## src/rtl/wrsw_traffic_gen_pkg.sv

```systemverilog
// Shared constants, generator state type and header-word builder for the traffic generator
// and its receive checker.
package wrsw_traffic_gen_pkg;

  localparam logic [7:0]  c_w0_type   = 8'h50;
  localparam logic [15:0] c_w1        = 16'hCAFE;
  localparam logic [15:0] c_w2        = 16'hBABE;
  localparam logic [7:0]  c_w3_type   = 8'h02;
  localparam logic [15:0] c_w4        = 16'h0304;
  localparam logic [15:0] c_w5        = 16'h0506;
  localparam logic [15:0] c_w6        = 16'h88F7;
  localparam logic [15:0] c_lfsr_seed = 16'hACE1;
  localparam int unsigned c_hdr_words = 9;

  typedef enum logic [2:0] {
    StIdle,
    StHdr,
    StPayload,
    StGap,
    StDone
  } gen_state_e;

  // Header word idx (0..8); idx 8 carries the payload length.
  function automatic logic [15:0] hdr_word(input logic [3:0]  idx,
                                           input logic [7:0]  dst,
                                           input logic [7:0]  src,
                                           input logic [15:0] seq,
                                           input logic [11:0] len);
    logic [15:0] w;
    case (idx)
      4'd0:    w = {dst, c_w0_type};
      4'd1:    w = c_w1;
      4'd2:    w = c_w2;
      4'd3:    w = {src, c_w3_type};
      4'd4:    w = c_w4;
      4'd5:    w = c_w5;
      4'd6:    w = c_w6;
      4'd7:    w = seq;
      default: w = {4'h0, len};
    endcase
    return w;
  endfunction

endpackage

```

## src/rtl/wrsw_traffic_chk.sv

```systemverilog
// Receive-side checker: compares incoming frames with the generator layout and keeps
// received-frame and bad-frame counters.
module wrsw_traffic_chk
  import wrsw_traffic_gen_pkg::*;
#(
  parameter int unsigned g_num_ports = 16,
  parameter int unsigned g_port_id   = 0,
  parameter int unsigned g_cnt_width = 16
) (
  input  logic                   clk_sys_i,
  input  logic                   rst_n_i,
  input  logic                   mirror_i,
  input  logic [7:0]             dst_port_i,
  input  logic [15:0]            snk_data_i,
  input  logic                   snk_valid_i,
  input  logic                   snk_sof_i,
  input  logic                   snk_eof_i,
  output logic                   snk_dreq_o,
  output logic [g_cnt_width-1:0] rx_count_o,
  output logic [g_cnt_width-1:0] err_count_o
);

  localparam logic [7:0]             MyId   = 8'(g_port_id);
  localparam logic [7:0]             PeerId = 8'(g_num_ports - 1 - g_port_id);
  localparam logic [g_cnt_width-1:0] CntOne = 1;

  logic                   dreq_q;
  logic                   open_q, open_d;
  logic                   bad_q, bad_d;
  logic [12:0]            widx_q, widx_d;
  logic [11:0]            len_q, len_d;
  logic [g_cnt_width-1:0] rx_q, rx_d, err_q, err_d;

  logic        xfer, word_bad, frame_bad;
  logic [12:0] idx;
  logic [11:0] len_now;
  logic [15:0] exp_seq;
  logic [7:0]  exp_src;

  assign xfer    = snk_valid_i && dreq_q;
  assign idx     = snk_sof_i ? 13'd0 : widx_q;
  assign exp_seq = 16'(rx_q);
  assign exp_src = mirror_i ? PeerId : dst_port_i;
  assign len_now = (idx == 13'd8) ? snk_data_i[11:0] : len_q;

  always_comb begin
    if (idx == 13'd8) begin
      word_bad = (snk_data_i[15:12] != 4'h0);
    end else if (idx < 13'(c_hdr_words)) begin
      word_bad = (snk_data_i != hdr_word(idx[3:0], MyId, exp_src, exp_seq, 12'h0));
    end else begin
      word_bad = (snk_data_i != exp_seq + 16'(idx - 13'(c_hdr_words)) + 16'd1);
    end
  end

  always_comb begin
    open_d    = open_q;
    bad_d     = bad_q;
    widx_d    = widx_q;
    len_d     = len_q;
    rx_d      = rx_q;
    err_d     = err_q;
    frame_bad = 1'b0;
    if (xfer && (snk_sof_i || open_q)) begin
      // A sof on an open frame abandons it: one error, then restart with this word.
      if (snk_sof_i && open_q && !(&err_d)) err_d = err_d + CntOne;
      open_d = 1'b1;
      bad_d  = snk_sof_i ? word_bad : (bad_q || word_bad);
      widx_d = (&widx_q) ? widx_q : idx + 13'd1;
      if (idx == 13'd8) len_d = snk_data_i[11:0];
      if (snk_eof_i) begin
        open_d    = 1'b0;
        frame_bad = bad_d || (idx + 13'd1 != 13'(c_hdr_words) + {1'b0, len_now});
        if (!(&rx_q)) rx_d = rx_q + CntOne;
        if (frame_bad && !(&err_d)) err_d = err_d + CntOne;
      end
    end
  end

  always_ff @(posedge clk_sys_i or negedge rst_n_i) begin
    if (!rst_n_i) begin
      dreq_q <= 1'b0;
      open_q <= 1'b0;
      bad_q  <= 1'b0;
      widx_q <= '0;
      len_q  <= '0;
      rx_q   <= '0;
      err_q  <= '0;
    end else begin
      dreq_q <= 1'b1;
      open_q <= open_d;
      bad_q  <= bad_d;
      widx_q <= widx_d;
      len_q  <= len_d;
      rx_q   <= rx_d;
      err_q  <= err_d;
    end
  end

  assign snk_dreq_o  = dreq_q;
  assign rx_count_o  = rx_q;
  assign err_count_o = err_q;

endmodule

```

## src/rtl/wrsw_traffic_gen.sv

```systemverilog
// Switch-port traffic generator: emits numbered test frames with growing length and
// pseudo-random gaps, and checks frames arriving on the receive stream.
module wrsw_traffic_gen
  import wrsw_traffic_gen_pkg::*;
#(
  parameter int unsigned g_num_ports = 16,
  parameter int unsigned g_port_id   = 0,
  parameter int unsigned g_cnt_width = 16
) (
  input  logic                   clk_sys_i,
  input  logic                   rst_n_i,
  input  logic                   enable_i,
  input  logic                   mirror_i,
  input  logic [7:0]             dst_port_i,
  input  logic [g_cnt_width-1:0] n_frames_i,
  input  logic [11:0]            len_min_i,
  input  logic [11:0]            len_max_i,
  input  logic                   gap_en_i,
  input  logic [15:0]            gap_min_i,
  input  logic [15:0]            gap_max_i,
  output logic [15:0]            src_data_o,
  output logic                   src_valid_o,
  output logic                   src_sof_o,
  output logic                   src_eof_o,
  input  logic                   src_dreq_i,
  input  logic [15:0]            snk_data_i,
  input  logic                   snk_valid_i,
  input  logic                   snk_sof_i,
  input  logic                   snk_eof_i,
  output logic                   snk_dreq_o,
  output logic [g_cnt_width-1:0] tx_count_o,
  output logic [g_cnt_width-1:0] rx_count_o,
  output logic [g_cnt_width-1:0] err_count_o,
  output logic                   done_o
);

  localparam logic [7:0]             MyId    = 8'(g_port_id);
  localparam logic [7:0]             PeerId  = 8'(g_num_ports - 1 - g_port_id);
  localparam logic [11:0]            HdrLast = 12'(c_hdr_words - 1);
  localparam logic [g_cnt_width-1:0] CntOne  = 1;

  gen_state_e             state_q, state_d, post_state;
  logic [11:0]            widx_q, widx_d, len_q, len_d, next_len;
  logic [15:0]            seq_q, seq_d, lfsr_q, lfsr_d, gap_q, gap_d, gap_val;
  logic [16:0]            gap_sum;
  logic [g_cnt_width-1:0] tx_count_q, tx_count_d, run_cnt_q, run_cnt_d, run_next;
  logic [7:0]             dst;
  logic                   limit_hit, in_frame, eof_word, xfer, eof_xfer;

  assign dst       = mirror_i ? PeerId : dst_port_i;
  assign limit_hit = (n_frames_i != '0) && (run_cnt_q >= n_frames_i);
  assign in_frame  = (state_q == StHdr || state_q == StPayload) && !limit_hit;
  assign eof_word  = (state_q == StHdr) ? (widx_q == HdrLast && len_q == '0)
                                        : (widx_q == len_q - 12'd1);
  assign xfer      = in_frame && src_dreq_i;
  assign eof_xfer  = xfer && eof_word;

  // Gap for the frame just finished uses the LFSR value before this frame's step.
  assign gap_sum  = {1'b0, gap_min_i} + {9'h0, lfsr_q[7:0]};
  assign gap_val  = (gap_sum > {1'b0, gap_max_i}) ? gap_max_i : gap_sum[15:0];
  assign next_len = (len_max_i < len_min_i || len_q >= len_max_i) ? len_min_i : len_q + 12'd1;
  assign run_next = (&run_cnt_q) ? run_cnt_q : run_cnt_q + CntOne;

  always_comb begin
    if (n_frames_i != '0 && run_next >= n_frames_i) begin
      post_state = StDone;
    end else if (!enable_i) begin
      post_state = StIdle;
    end else if (gap_en_i && gap_val != '0) begin
      post_state = StGap;
    end else begin
      post_state = StHdr;
    end
  end

  always_comb begin
    state_d    = state_q;
    widx_d     = widx_q;
    seq_d      = seq_q;
    len_d      = len_q;
    lfsr_d     = lfsr_q;
    gap_d      = gap_q;
    tx_count_d = tx_count_q;
    run_cnt_d  = run_cnt_q;
    unique case (state_q)
      StIdle: begin
        run_cnt_d = '0;
        if (enable_i) begin
          state_d = StHdr;
          widx_d  = '0;
          seq_d   = '0;
          len_d   = len_min_i;
        end
      end
      StHdr: begin
        if (xfer && widx_q == HdrLast && len_q != '0) begin
          state_d = StPayload;
          widx_d  = '0;
        end else if (xfer && widx_q != HdrLast) begin
          widx_d = widx_q + 12'd1;
        end
      end
      StPayload: if (xfer && !eof_word) widx_d = widx_q + 12'd1;
      StGap: begin
        if (!enable_i) state_d = StIdle;
        else if (gap_q == '0) state_d = StHdr;
        else gap_d = gap_q - 16'd1;
      end
      StDone: if (!enable_i) state_d = StIdle;
      default: state_d = StIdle;
    endcase

    if (eof_xfer) begin
      state_d    = post_state;
      widx_d     = '0;
      seq_d      = seq_q + 16'd1;
      len_d      = next_len;
      lfsr_d     = {lfsr_q[14:0], lfsr_q[15] ^ lfsr_q[13] ^ lfsr_q[12] ^ lfsr_q[10]};
      gap_d      = gap_val - 16'd1;
      tx_count_d = (&tx_count_q) ? tx_count_q : tx_count_q + CntOne;
      run_cnt_d  = run_next;
    end

    if (limit_hit && (state_q == StHdr || state_q == StPayload || state_q == StGap)) begin
      state_d = StDone;
    end
  end

  always_ff @(posedge clk_sys_i or negedge rst_n_i) begin
    if (!rst_n_i) begin
      state_q    <= StIdle;
      widx_q     <= '0;
      seq_q      <= '0;
      len_q      <= '0;
      lfsr_q     <= c_lfsr_seed;
      gap_q      <= '0;
      tx_count_q <= '0;
      run_cnt_q  <= '0;
    end else begin
      state_q    <= state_d;
      widx_q     <= widx_d;
      seq_q      <= seq_d;
      len_q      <= len_d;
      lfsr_q     <= lfsr_d;
      gap_q      <= gap_d;
      tx_count_q <= tx_count_d;
      run_cnt_q  <= run_cnt_d;
    end
  end

  always_comb begin
    src_valid_o = in_frame;
    src_sof_o   = in_frame && state_q == StHdr && widx_q == '0;
    src_eof_o   = in_frame && eof_word;
    src_data_o  = '0;
    if (in_frame) begin
      src_data_o = (state_q == StHdr) ? hdr_word(widx_q[3:0], dst, MyId, seq_q, len_q)
                                      : seq_q + 16'(widx_q) + 16'd1;
    end
  end

  assign tx_count_o = tx_count_q;
  assign done_o     = (state_q == StDone);

  wrsw_traffic_chk #(
    .g_num_ports (g_num_ports),
    .g_port_id   (g_port_id),
    .g_cnt_width (g_cnt_width)
  ) u_chk (
    .clk_sys_i   (clk_sys_i),
    .rst_n_i     (rst_n_i),
    .mirror_i    (mirror_i),
    .dst_port_i  (dst_port_i),
    .snk_data_i  (snk_data_i),
    .snk_valid_i (snk_valid_i),
    .snk_sof_i   (snk_sof_i),
    .snk_eof_i   (snk_eof_i),
    .snk_dreq_o  (snk_dreq_o),
    .rx_count_o  (rx_count_o),
    .err_count_o (err_count_o)
  );

endmodule
```

## config.mk

```make
export PLATFORM = sky130hd
export DESIGN_NAME = wrsw_traffic_gen
export DESIGN_NICKNAME = d
export VERILOG_FILES = /design/src/rtl/wrsw_traffic_gen_pkg.sv /design/src/rtl/wrsw_traffic_chk.sv /design/src/rtl/wrsw_traffic_gen.sv
export SDC_FILE = /design/constraint.sdc
export NUM_CORES = 1
export LEC_CHECK = 0
export CORE_MARGIN = 1
export CORE_UTILIZATION = 50
export DETAILED_ROUTE_END_ITERATION = 7
export MAX_ROUTING_LAYER = met4
export PLACE_DENSITY = 0.72
export SLEW_MARGIN = 40
export SYNTH_ARGS = -nofsm -noshare
export SYNTH_HDL_FRONTEND = slang
export SYNTH_SLANG_ARGS = --single-unit
```

## constraint.sdc

```tcl
create_clock -name clk_sys_i -period 7.7 [get_ports clk_sys_i]
set_input_delay 1.54 -clock clk_sys_i [delete_from_list [all_inputs] [get_ports clk_sys_i]]
set_output_delay 1.54 -clock clk_sys_i [all_outputs]
set_load 0.03 [all_outputs]
```

==> summary by stage, run 1 <==
Run status
The run finished with clean final reports.

Detailed routing
In this run the remaining antenna-violating nets after routing total 0. Using the TritonRoute via totals, the vias-per-cell ratio works out to 6.08. The mean routed wirelength per cell is 18.1 um. The starting DRC count in detailed routing is 1,472. After detailed routing, the number of remaining DRC violations is 0.

Detailed routing inserted a total of 16,300 vias. The first detailed-routing pass ran for 6 iterations. After detailed routing, the total wire length is 48.5 mm.

Worst hold path
The kind of path behind the tightest hold check is flop to flop.

Synth
In the synthesized netlist the dominant register cell turns out to be dfrtp_1. Of the post-synthesis cell area, the part taken by muxes is 0.0406. After synthesis the netlist holds a flip-flop and latch count of 167. The post-synthesis compound-gate area fraction is 0.215.

The synthesized netlist cell count is 2,120. The Yosys step of the flow raised 0 warnings. The number of nets handed over by synthesis was 2,358. By count the netlist is led by nand2_1 (269), nor2_1 (174), dfrtp_1 (159).

The async set-reset flop share out of synthesis is 1.00. After synthesis the cells add up to 16,400 sq um. The library cell with the highest instance count after synthesis is nand2_1. The part of the Yosys area used for sequential elements is 0.255. The fraction of post-synthesis cell area in the top cell type by area is 0.242. By area the synthesized netlist is led by dfrtp_1 (24%), ha_1 (9.9%), nand2_1 (6.1%).

By area, the combinational part of the netlist is dominated by simple AND/OR/NAND/NOR gates. The adder-cell area share of the yosys netlist is 0.103. In this run, synthesis inferred 0 flip-flops with an integrated enable. The share of the synthesized netlist area taken by xor and xnor gates is 0.0794.

The mean instance size in the synthesized netlist is 7.75 sq um. Of the total synthesized cell area, the portion taken by AND, OR, NAND and NOR gates is 0.254. The synthesized netlist contains 103 unique library cells. The top cell type by total area after synthesis is dfrtp_1.

STA
The tightest slew margin relative to the limit is 0.464. The final hold violation count was 0. Setup violations remaining at the end of the flow were counted as 0.

The minimum clock period after layout is 6.95 ns. Setup repair after global routing left no endpoint under its margin. Static timing analysis puts the maximum clock frequency at 144 MHz.

The part of the cycle the worst path needs is 0.902. For the final database, setup skew stands at 0.0136 ns. The number of max-slew violations in the final report is 0. The transition time at the pin with the least slew margin is 0.799 ns. Summed over all failing endpoints, the final setup total negative slack is 0 ns.

Global routing
The initial antenna violation count is 0. The number of global-route vias before repair is 15,100. The total congestion overflow is 0.

Entering global routing, the biggest net connects 100 pins. The total global-route track usage is 0.296. The first global-routing pass estimated 78.0 mm of wire.

Floorplan
The overall die area is 33,600 sq um. The initial utilization of the core area, before any placement, comes to 0.506. The cell row count is 66. The die height is 183 um. From left edge to right edge, the die measures 183 um.

The floorplan step defined a core boundary enclosing 32,500 sq um. The total I/O pin count is 174.

Place
After legalization and detailed placement, the total HPWL measured 36.7 mm. The number of buffers inserted by port buffering is 173. The final weighted congestion in routability-driven placement is 0.961.

Critical path
The critical path goes through clkdlybuf4s50_1 > inv_1 > ha_1 > a21o_1 > a21o_1 > a21oi_1 > o31ai_1 > a41oi_1 > o31ai_1 > nand2b_1 > nand2_1 > buf_4 > inv_1 > nand3_1 > o22ai_1 > clkdlybuf4s50_1. The data arrival at the endpoint of the critical path is 5.41 ns. The endpoint class of the critical path is a primary output.

The biggest cell delay along the critical path is 0.76 ns. The worst setup path is launched from an input port. The worst setup path is of the input port to primary output kind. The required arrival time at the worst endpoint is 6.16 ns. The flop-to-flop setup slack is 2.22 ns. The highest fanout seen on the critical path is 14. The slowest stage of the critical path belongs to the cell clkdlybuf4s50_1.

CTS
The cell sitting at the root of the clock tree is a clkbuf_16. The number of instances resized during post-cts repair is 0. The post-cts hold buffer count is 0. Counting every sink on the clock net gives 167.

The CTS tree is built. The insertion delay of the later-clocked pin in the worst-skew pair is 0.45 ns. After clock tree synthesis, the setup repair step added 0 buffers.

The maximum level of the CTS H-tree is 4. After clock tree synthesis, the clock-pin slew on the worst setup and hold paths is 0.06 ns. Clock tree synthesis inserted a total of 17 buffers. The longest clock path from root to sink contains 2 buffers.

Pwr
Summing internal, switching and leakage power gives 3940 uW. The highest ir drop seen on vdd is 0.000157 V. Dividing total power by cell area gives a power density of 206 nW/um^2. The leakage component of the power is 0.00841 uW.

Flow run
Max-cap violations in this run came to 0.

Finish
The final net count is 2,464. The area overhead of the layout relative to synthesis is 16.1%. The filler cell count is 3,000. The final antenna diode count is 0. The fraction of final layout cells sized beyond drive strength 1 is 0.0616.
==> where the power goes <==
group | switching [uW] | leakage [uW] | internal [uW]
Sequential | 222 | 0.00217 | 982
Combinational | 1120 | 0.00594 | 721
Clock | 405 | 0.000295 | 490
Total | 1740 | 0.00841 | 2190
==> critical path: cells and delay by family <==
family                   cells  cell delay (ns)
buffers and inverters        5             1.73
adder cells (fa/ha/maj)      1             0.31
AND/OR/NAND/NOR              3             0.38
AO/OA/AOI/OAI                7             1.43
==> registers in the layout, summed over array words and instances (netlist names) <==
register / cells
gap_q: 16
len_q: 12
lfsr_q: 16
run_cnt_q: 16
seq_q: 16
state_q: 3
tx_count_o: 16
u_chk.bad_q: 1
u_chk.err_count_o: 16
u_chk.len_q: 12
u_chk.open_q: 1
u_chk.rx_count_o: 16
u_chk.snk_dreq_o: 1
u_chk.widx_q: 13
widx_q: 12
==> final timing paths <==
path / start / to / cells past startpoint
worst max register to register: lfsr_q[0] / gap_q[15] / 21
worst min-delay path: lfsr_q[11] / lfsr_q[11] / 2
worst max-delay path: n_frames_i[5] / src_data_o[15] / 16
worst min register to register: lfsr_q[11] / lfsr_q[11] / 2
max in group asynchronous: rst_n_i / u_chk.rx_count_o[0] / 2
min in group asynchronous: rst_n_i / widx_q[11] / 1
==> logic make-up (layout without fill, tap and decap cells) <==
family          Yosys count  count (layout)
other cells               1               1
flops                   167             167
xor+xnor                149             149
mux                      62              62
simple gates            842             842
compound gates          545             545
buf+inv                 221             340
fa+ha+maj               133             133
==> area by class of cell <==
class	instances	area, sq um	share of cell area
Tap cell	442	553	0.0290
Sequential cell	167	4190	0.220
Timing Repair Buffer	196	1930	0.101
Clock inverter	14	150	0.00787
Clock buffer	18	439	0.0230
Multi-Input combinational cell	1732	11400	0.597
Inverter	112	420	0.0220
==> metrics by stage <==
stage,cell area (sq um),worst slack [ns],instances,utilization,hold WS [ns]
after floorplan,16400,0.912,2120,-,0.435
after global placement,18400,0.745,2648,0.568,0.442
after detailed placement,18500,0.651,2648,0.569,0.452
after CTS,19000,0.813,2680,0.587,0.461
after global routing,19100,0.486,2681,0.588,0.476
final,19100,0.752,2681,0.588,0.458
==> routing by layer <==
metal / track usage / vias to the layer above / share of wire
met4: 0.0803 / 0 / 0.020
met3: 0.0475 / 74 / 0.070
met2: 0.452 / 613 / 0.45
met5: - / - / 0
li1: - / 7868 / -
met1: 0.406 / 7749 / 0.46
==> cell usage in the layout (no fill, tap or decap), types with 17 or more instances in the layout <==
cell	synthesis	final
nand2_1	269	269
nor2_1	174	174
clkdlybuf4s50_1	0	172
dfrtp_1	159	159
o21ai_0	137	137
ha_1	130	130
a21oi_1	121	121
inv_1	111	111
nand3_1	94	94
xnor2_1	94	94
nor3_1	62	62
xor2_1	55	55
and3_1	42	42
mux2i_1	38	38
a21o_1	36	36
nand4_1	35	35
nor4_1	30	29
o31ai_1	26	25
nand2b_1	22	22
o21a_1	21	21
mux2_2	21	21
buf_4	0	21
o21ai_1	20	20
o22ai_1	19	19
a211oi_1	18	18
nor2b_1	17	17
clkbuf_16	0	17
(Power assumes the default switching activity.)
==> run 2: changes to the inputs <==
CORE_UTILIZATION = 34   (was 50)
PLACE_DENSITY = unset   (was 0.72)
==> run 2 against run 1 <==
Critical path type unchanged. Largest cell class unchanged. Sequential power about the same. Power up 0.85%. Worst setup slack worse by 0.12 ns. Largest power group unchanged.
==> summary by stage, run 2 (synthesis results as in run 1) <==
Floorplan
Pin placement for this block handled 174 I/O pins. The die is 222 um wide. For this configuration, the core starts out at a cell density of 0.344. The cell row count is 80. After floorplanning, the core was sized to cover 47,700 sq um. The floorplan step defined a die boundary enclosing 49,200 sq um. The die is 222 um tall.

STA
The minimum clock period after layout is 7.07 ns. After routing, the total negative slack on setup checks comes to 0 ns. Setup repair after global routing left no endpoint under its margin.

The number of max-slew violations in the final report is 0. The worst clock skew on the final layout is 0.0137 ns. Setup violations remaining at the end of the flow were counted as 0. Headroom to the max-slew limit came out at 0.485. In the finished design, the share of the clock period the worst path needs comes to 0.918. The final hold violation count is 0.

The minimum hold slack is 0.454 ns. At the pin with the least slew margin, the transition time is 0.767 ns. For this run, the top clock speed supported by timing is 141 MHz.

Global routing
The first global-routing pass estimated 83.6 mm of wire. The initial antenna violation count is 1. For this run, the total global-route usage over all layers was measured as 0.219. The number of global-route vias before repair is 15,400. The maximum number of pins on one net before global-route repair is 94. The total congestion overflow is 0.

Critical path
The worst register-to-register path has a depth of 19. The critical path goes through clkdlybuf4s50_1 > ha_1 > nand2b_1 > a21o_1 > a211oi_1 > o31ai_1 > a41oi_1 > o31ai_1 > nand2b_1 > nand2_1 > buf_4 > inv_1 > nand3_1 > o22ai_1 > clkdlybuf4s50_1. The startpoint identified for the worst register-to-register timing path is u_chk.widx_q[3].

The worst setup path is captured at a primary output. The highest fanout seen on the critical path is 14. Data on the critical path arrives at its endpoint at 5.53 ns. The required arrival time at the worst endpoint is 6.16 ns.

The element type at the critical path start is an input port. The biggest cell delay along the critical path is 0.77 ns. The endpoint identified for the worst register-to-register timing path is u_chk.err_count_o[1].

The type of the setup path with the least slack is input port to primary output. Among all stages on the critical path, the largest delay is contributed by clkdlybuf4s50_1. The flop-to-flop setup slack is 1.95 ns.

CTS
Clock-pin slew was measured on the worst setup and hold paths at 0.07 ns. The number of sinks driven by the clock tree is 167. Post-CTS timing repair inserted 0 buffers for setup.

Buffers inserted during clock tree synthesis total 17. The clock reaches the later pin of the worst-skew pair after 0.49 ns. Counting along the longest clock path gives a buffer depth of 2. The number of instances resized during post-cts repair is 0. The H-tree generated during clock tree synthesis spans 4 levels. The post-cts hold buffer count is 0.

The CTS tree is built. Clock tree synthesis selected as its root buffer the cell clkbuf_16.

Finish
In the final layout, the share of cells above drive strength 1 is 0.0617. The commonest non-fill, non-tap cell in the layout is nand2_1. Leaving out filler cells and counting taps, the final layout contains 2,854. The final net count is 2,463.

The library cells used most frequently in the layout, excluding fill and tap cells, are nand2_1 (268), nor2_1 (174), clkdlybuf4s50_1 (172). The area overhead of the layout relative to synthesis is 17.4%.

Worst hold path
The path with the worst hold slack has its endpoint at lfsr_q[11]. The launch point of the worst hold path is lfsr_q[11]. The cell count of the worst hold path is 2. The worst hold path belongs to the class flop to flop.

Pwr
The analysis attributes to cell leakage a power of 0.00840 uW. The highest ir drop seen on vdd is 0.000152 V. Dividing total power by cell area gives a power density of 206 nW/um^2.

Detailed routing
The mean routed wirelength per cell is 18.3 um. The via count of the routed design is 16,200. The starting DRC count in detailed routing is 1,311. The per-cell via count in the routed design is 5.67.

The total iterations of the first detailed-routing run is 5. The total detailed-routing wirelength is 52.2 mm. The number of DRC violations after detailed routing is 0. The remaining antenna violation count is 0.

Run status
The flow ran to the end, and the final reports show no timing, DRC or antenna violations.

Place
The final weighted congestion in routability-driven placement is 0.944. The half-perimeter wire length after detailed placement is 39.6 mm. The number of buffers inserted by port buffering is 173. Once placement completed, the tool counted placed cells totaling 2,820.

Flow run
The tool flagged a number of max-cap violations equal to 0.
run 2: cell count changes in the layout (fill, tap and decap cells not counted):
cell,previous run,this run
a211oi_1,18,17
a211oi_2,0,1
buf_4,21,20
buf_6,1,0
clkbuf_1,0,1
clkbuf_8,1,2
clkinv_2,4,3
clkinv_4,5,3
clkinvlp_4,0,2
diode_2,0,1
inv_6,3,2
inv_8,0,1
nand2_1,269,268
nand2_2,1,2
run 2: area by class of cell:
type | count | area (sq um)
antenna | 1 | 2.50
clock buffer | 19 | 443
clock inverter | 13 | 145
fill | 4873 | 28400
inverter | 112 | 420
multi-input combinational | 1732 | 11400
sequential | 167 | 4190
tap | 615 | 769
timing repair buffer | 195 | 1930
run 2: routing by layer:
layer,vias to the layer above,share of wire,GRT usage
met4,0,0.024,0.0806
met2,485,0.45,0.332
met3,68,0.057,0.0386
met1,7752,0.47,0.291
met5,-,0,-
li1,7873,-,-
run 2: worst max path at each step:
| stage | from | to | depth (start not counted) |
|---|---|---|---|
| floorplan | snk_sof_i | u_chk.err_count_o[12] | 26 |
| global route | n_frames_i[0] | src_data_o[14] | 15 |
| detailed placement | gap_min_i[0] | gap_q[15] | 23 |
| CTS | n_frames_i[0] | src_data_o[15] | 15 |
| finish | n_frames_i[0] | src_data_o[15] | 15 |
| global placement | n_frames_i[0] | src_data_o[13] | 15 |
run 2: worst max-delay path: cells and delay by family:
| family | cells | cell delay, ns |
|---|---|---|
| adders and majority gates | 1 | 0.30 |
| AOI/OAI and AO/OA | 6 | 1.42 |
| and+or+nand+nor | 4 | 0.53 |
| buffers and inverters | 4 | 1.72 |
run 2: through the flow:
| stage | setup WS (ns) | total power, uW | area (sq um) | utilization |
|---|---|---|---|---|
| after CTS | 0.629 | 3980 | 19200 | 0.403 |
| final | 0.628 | 3970 | 19300 | 0.404 |
| after detailed placement | 0.579 | 3050 | 18700 | 0.391 |
| after floorplan | 0.912 | 2400 | 16400 | - |
| after global routing | 0.447 | 4220 | 19300 | 0.404 |
| after global placement | 0.670 | 3020 | 18600 | 0.391 |
run 2: report_power, final:
group	switching, uW	internal [uW]	total (uW)	leakage, uW
clock	414	489	903	0.000286
combinational	1140	720	1860	0.00594
sequential	222	982	1200	0.00217
total	1780	2190	3970	0.00840
